`config.mk`:
```
export PLATFORM = sky130hd
export DESIGN_NAME = relu_act_pipe
export DESIGN_NICKNAME = d
export VERILOG_FILES = /design/src/rtl/relu_act_pipe.sv
export SDC_FILE = /design/constraint.sdc
export NUM_CORES = 1
export LEC_CHECK = 0
export BUFFER_PORTS_ARGS = -buffer_cell sky130_fd_sc_hd__buf_4
export CAP_MARGIN = 20
export CORE_UTILIZATION = 59
export CTS_CLUSTER_SIZE = 8
export DETAILED_ROUTE_END_ITERATION = 10
export HOLD_SLACK_MARGIN = 0.15
export PLACE_DENSITY = 0.85
export SKIP_CTS_REPAIR_TIMING = 1
export SLEW_MARGIN = 20
export SYNTH_ARGS = -nofsm -noshare
export SYNTH_HDL_FRONTEND = slang
export SYNTH_SLANG_ARGS = --single-unit
```
`constraint.sdc`:
```
create_clock -name clk -period 9.7 [get_ports clk]
set_input_delay 0.97 -clock clk [delete_from_list [all_inputs] [get_ports clk]]
set_output_delay 0.97 -clock clk [all_outputs]
set_load 0.01 [all_outputs]
```
`src/rtl/relu_act_pipe.sv`:
```
// Two-stage pipelined activation for the CNN datapath: bypass / ReLU / leaky ReLU / clamped ReLU
// on LANES signed words per beat, valid/ready with full backpressure, saturating zero-lane counter.
module relu_act_pipe #(
    parameter int DATA_W     = 20,
    parameter int LANES      = 4,
    parameter int LEAK_SHIFT = 3,
    parameter int CLAMP_MAX  = 255,
    parameter int CNT_W      = 16
) (
    input  logic                     clk,
    input  logic                     reset_n,
    input  logic                     in_valid,
    output logic                     in_ready,
    input  logic [LANES*DATA_W-1:0]  in_data,
    input  logic [1:0]               in_mode,
    output logic                     out_valid,
    input  logic                     out_ready,
    output logic [LANES*DATA_W-1:0]  out_data,
    input  logic                     cnt_clr,
    output logic [CNT_W-1:0]         zero_cnt
);

    localparam int ZW = $clog2(LANES + 1);

    localparam logic [1:0] MODE_BYPASS = 2'd0;
    localparam logic [1:0] MODE_RELU   = 2'd1;
    localparam logic [1:0] MODE_LEAKY  = 2'd2;
    localparam logic [1:0] MODE_CLAMP  = 2'd3;

    localparam logic signed [DATA_W-1:0] CLAMP_VAL = DATA_W'(CLAMP_MAX);
    localparam logic [CNT_W:0]           CNT_MAX   = {1'b0, {CNT_W{1'b1}}};

    logic                     s1_valid_q;
    logic [LANES*DATA_W-1:0]  s1_data_q;
    logic [1:0]               s1_mode_q;
    logic                     out_valid_q;
    logic [LANES*DATA_W-1:0]  out_data_q;
    logic [CNT_W-1:0]         zero_cnt_q;

    logic                     en1;
    logic                     en2;
    logic                     out_hs;
    logic [LANES*DATA_W-1:0]  act_d;
    logic [ZW-1:0]            zeros;
    logic [CNT_W:0]           cnt_sum;
    logic [CNT_W-1:0]         zero_cnt_d;

    // S1 may advance whenever S2 is empty or draining this cycle.
    assign en2      = !out_valid_q || out_ready;
    assign en1      = !s1_valid_q || en2;
    assign in_ready = en1;
    assign out_hs   = out_valid_q && out_ready;

    function automatic logic signed [DATA_W-1:0] act_fn(input logic signed [DATA_W-1:0] x,
                                                        input logic [1:0] mode);
        logic signed [DATA_W-1:0] r;
        r = x;
        case (mode)
            MODE_BYPASS: r = x;
            MODE_RELU:   r = (x > 0) ? x : '0;
            // Arithmetic shift of a negative value stays negative and in range, even at the minimum.
            MODE_LEAKY:  r = (x > 0) ? x : (x >>> LEAK_SHIFT);
            MODE_CLAMP:  r = (x <= 0) ? '0 : ((x > CLAMP_VAL) ? CLAMP_VAL : x);
            default:     r = x;
        endcase
        return r;
    endfunction

    always_comb begin
        act_d = '0;
        for (int i = 0; i < LANES; i++) begin
            act_d[i*DATA_W +: DATA_W] = act_fn(s1_data_q[i*DATA_W +: DATA_W], s1_mode_q);
        end
    end

    always_comb begin
        zeros = '0;
        for (int i = 0; i < LANES; i++) begin
            if (out_data_q[i*DATA_W +: DATA_W] == '0) begin
                zeros = zeros + ZW'(1);
            end
        end
    end

    always_comb begin
        cnt_sum    = {1'b0, zero_cnt_q} + (CNT_W+1)'(zeros);
        zero_cnt_d = zero_cnt_q;
        if (cnt_clr) begin
            zero_cnt_d = out_hs ? CNT_W'(zeros) : '0;
        end else if (out_hs) begin
            zero_cnt_d = (cnt_sum > CNT_MAX) ? CNT_MAX[CNT_W-1:0] : cnt_sum[CNT_W-1:0];
        end
    end

    always_ff @(posedge clk or negedge reset_n) begin
        if (!reset_n) begin
            s1_valid_q <= 1'b0;
            s1_data_q  <= '0;
            s1_mode_q  <= '0;
        end else if (en1) begin
            s1_valid_q <= in_valid;
            if (in_valid) begin
                s1_data_q <= in_data;
                s1_mode_q <= in_mode;
            end
        end
    end

    always_ff @(posedge clk or negedge reset_n) begin
        if (!reset_n) begin
            out_valid_q <= 1'b0;
            out_data_q  <= '0;
        end else if (en2) begin
            out_valid_q <= s1_valid_q;
            out_data_q  <= act_d;
        end
    end

    always_ff @(posedge clk or negedge reset_n) begin
        if (!reset_n) begin
            zero_cnt_q <= '0;
        end else begin
            zero_cnt_q <= zero_cnt_d;
        end
    end

    assign out_valid = out_valid_q;
    assign out_data  = out_data_q;
    assign zero_cnt  = zero_cnt_q;

endmodule

```
==> results.sh <==
export IMPL_arrival_ps=4680
export IMPL_die_h_um=123.4
export IMPL_vias=7233
export IMPL_cts_root_buf="clkbuf_16"
export IMPL_drt_iter0_markers=715
export IMPL_die_x_um=123.4
export IMPL_syn_area_sq_um=8692
export IMPL_p_int_w=0.001622
export IMPL_routabilityCongestion=0.8455
export IMPL_fin_setup_tns_ps=0
export IMPL_crit_path_start_kind="flip-flop"
export IMPL_synth_area_leader_cell="dfrtp_1"
export IMPL_critical_path_class="reg -> reg"
export IMPL_final_cell_mix="188 x buf_4, 180 x dfrtp_1, 90 x mux2_2"
export IMPL_p_sw_w=0.0007400
export IMPL_grt_pass1_wl_mm=35.54
export IMPL_final_period_utilization_pct=45.13
export IMPL_crit_required_ps=10010
export IMPL_coreArea_sq_um=14150
export IMPL_status="finished clean"
export IMPL_groute_usage_overall_pct=30.75
export IMPL_finalNetCount=1033
export IMPL_min_period_ps=4377
export IMPL_fmax_mhz=228.4
export IMPL_cts_tree="yes"
export IMPL_ant_nets=0
export IMPL_syn_area_per_cell_sq_um=11.14
export IMPL_rrSetupSlack_ps=5320
export IMPL_drt_wirelength_per_cell_um=20.15
export IMPL_clock_skew_ps=10.39
export IMPL_overflow=0
export IMPL_numCtsBuffers=17
export IMPL_synth_top_area_share_pct=51.82
export IMPL_drtPass1Iterations=5
export IMPL_maxSlewHeadroom_pct=36.57
export IMPL_diodes=0
export IMPL_yosysSeqAreaShare_pct=51.82
export IMPL_timing_final_setup_violations=0
export IMPL_synth_cells=780
export IMPL_postLayoutCellArea_sq_um=10770
export IMPL_drc_errors=0
export IMPL_placement_io_buffers=184
export IMPL_ys_flop_type="dfrtp_1"
export IMPL_leakagePower_nw=4.822
export IMPL_drv_slew=0
export IMPL_num_io_pins=185
export IMPL_worst_pin_slew_ps=951.5
export IMPL_p_seq_share_pct=44.8
export IMPL_dieArea_sq_um=15220
export IMPL_cts_htree_levels=4
export IMPL_grt_start_max_net_pins=107
export IMPL_max_clock_path_buffers=2
export IMPL_cts_clk_slew_worst_paths_ps=70
export IMPL_clk_latency_ps=440
export IMPL_async_reset_ff_share_pct=100.0
export IMPL_sw_frac_of_total_pct=31.33
export IMPL_syn_nets=874
export IMPL_ir_drop_uv=137.0
export IMPL_placed_cell_area_sq_um=10140
export IMPL_viasPerCell=6.390
export IMPL_dp_hpwl_mm=15.20
export IMPL_cap_violations=0
export IMPL_ys_warn_count=0
export IMPL_initial_utilization_pct=61.43
export IMPL_p_comb_share_pct=25.1
export IMPL_cts_sinks=180
export IMPL_layout_commonest_cell="buf_4"
export IMPL_cp_max_fo=11
export IMPL_wirelength_mm=22.81
export IMPL_cp_end_kind="flip-flop"
export IMPL_clkPwrFrac_pct=30.2
export IMPL_grt_setup_unrepaired="no"
export IMPL_antenna_found_initial=0
export IMPL_p_per_area_nw_per_um2=219.4
export IMPL_final_util_pct=76.09
export IMPL_holdCritPathClass="reg -> reg"
export IMPL_syn_to_final_growth_pct=23.87
export IMPL_drive_above_1_share_pct=37.18
export IMPL_ys_top_cells_by_area="dfrtp_1 52%, mux2_2 12%, a221o_1 3.2%, o221a_2 3.1%, nor4_1 2.9%"
export IMPL_num_rows=43
export IMPL_synth_edf_count=0
export IMPL_grt_pass1_vias=6751
export IMPL_ys_ff_latch=180
export IMPL_hold_viol_final=0
export IMPL_synth_cell_types=62
power by group through the flow:
stage	Combinational [W]	Sequential [W]	Clock, W
after global routing	0.000641	0.00107	0.000753
after floorplan	0.000297	0.00105	0
after global placement	0.000576	0.00106	0
final	0.000592	0.00106	0.000712
after CTS	0.000595	0.00105	0.000720
after detailed placement	0.000589	0.00106	0
layer usage:
layer / wire [um] / track usage (%) / vias to the layer above / part of all wire (%)
met5: 0 / 0 / - / 0
met4: 569 / 11.90 / 0 / 2.5
met3: 1807 / 7.611 / 50 / 7.9
met2: 10940 / 47.17 / 343 / 48
met1: 9496 / 42.17 / 3576 / 42
li1: - / - / 3264 / -
metrics by stage:
step                      hold slack (ps)  worst slack (ps)  total power [W]  cells
final                               463.9              5323         0.002362   1132
after global placement              453.7              5537         0.001633   1100
after detailed placement            453.8              5436         0.001651   1100
after floorplan                     434.6              5974         0.001351    780
after CTS                           469.0              5336         0.002367   1132
after global routing                501.6              5145         0.002467   1132
registers in the layout (all words and copies together), names as in the netlist:
register / cells
zero_cnt: 16
s1_valid_q: 1
s1_data_q: 80
out_valid: 1
out_data: 80
s1_mode_q: 2
critical path: stages (launching register included):
cell and delay (ps):
dfrtp_1 410, nor4_1 390, nand3_1 110, or2_2 340, inv_1 70, ha_1 260, xor2_1 180, ha_1 280
inv_1 40, nor3_1 170, a31oi_1 110, fa_1 470, nor2b_1 190, o211ai_1 220, or2_1 440, nor4b_1 210
a2111oi_1 390
cell usage after synthesis, drive strengths merged (8+ instances only):
library cell,instances
dfrtp,180
mux2,90
nand2,59
nor4,42
nor2,40
nand3,35
and2,31
clkbuf,31
a221o,28
o21ai,28
o221a,24
a21oi,21
inv,20
buf,18
nor3,15
a221oi,11
a31oi,11
and3,9
o21bai,8
cell families after synthesis:
family          synth area share (%)
compound gates                 15.93
mux                            12.01
flops                          51.82
simple gates                   15.16
buf+inv                        3.426
fa+ha+maj                      1.094
xor+xnor                      0.5614
area by class of cell:
type                    count  area, sq um
clock buffers              21        480.5
clock inverters            11        138.9
fillers                   983         3383
inverters                  21        78.83
multi-input cells         530         3916
flip-flops and latches    180         4504
well taps                 180        225.2
repair buffers            189         1423
path summary, 6_finish.rpt:
kind,from,depth (start not counted),endpoint
setup reg to reg,out_data[30],16,zero_cnt[7]
hold / removal,s1_valid_q,1,out_valid
min in group asynchronous,reset_n,1,zero_cnt[11]
max in group asynchronous,reset_n,2,s1_data_q[31]
setup / recovery,out_data[30],16,zero_cnt[7]
hold reg to reg,s1_valid_q,1,out_valid
Power figures use the tool's default switching activity.
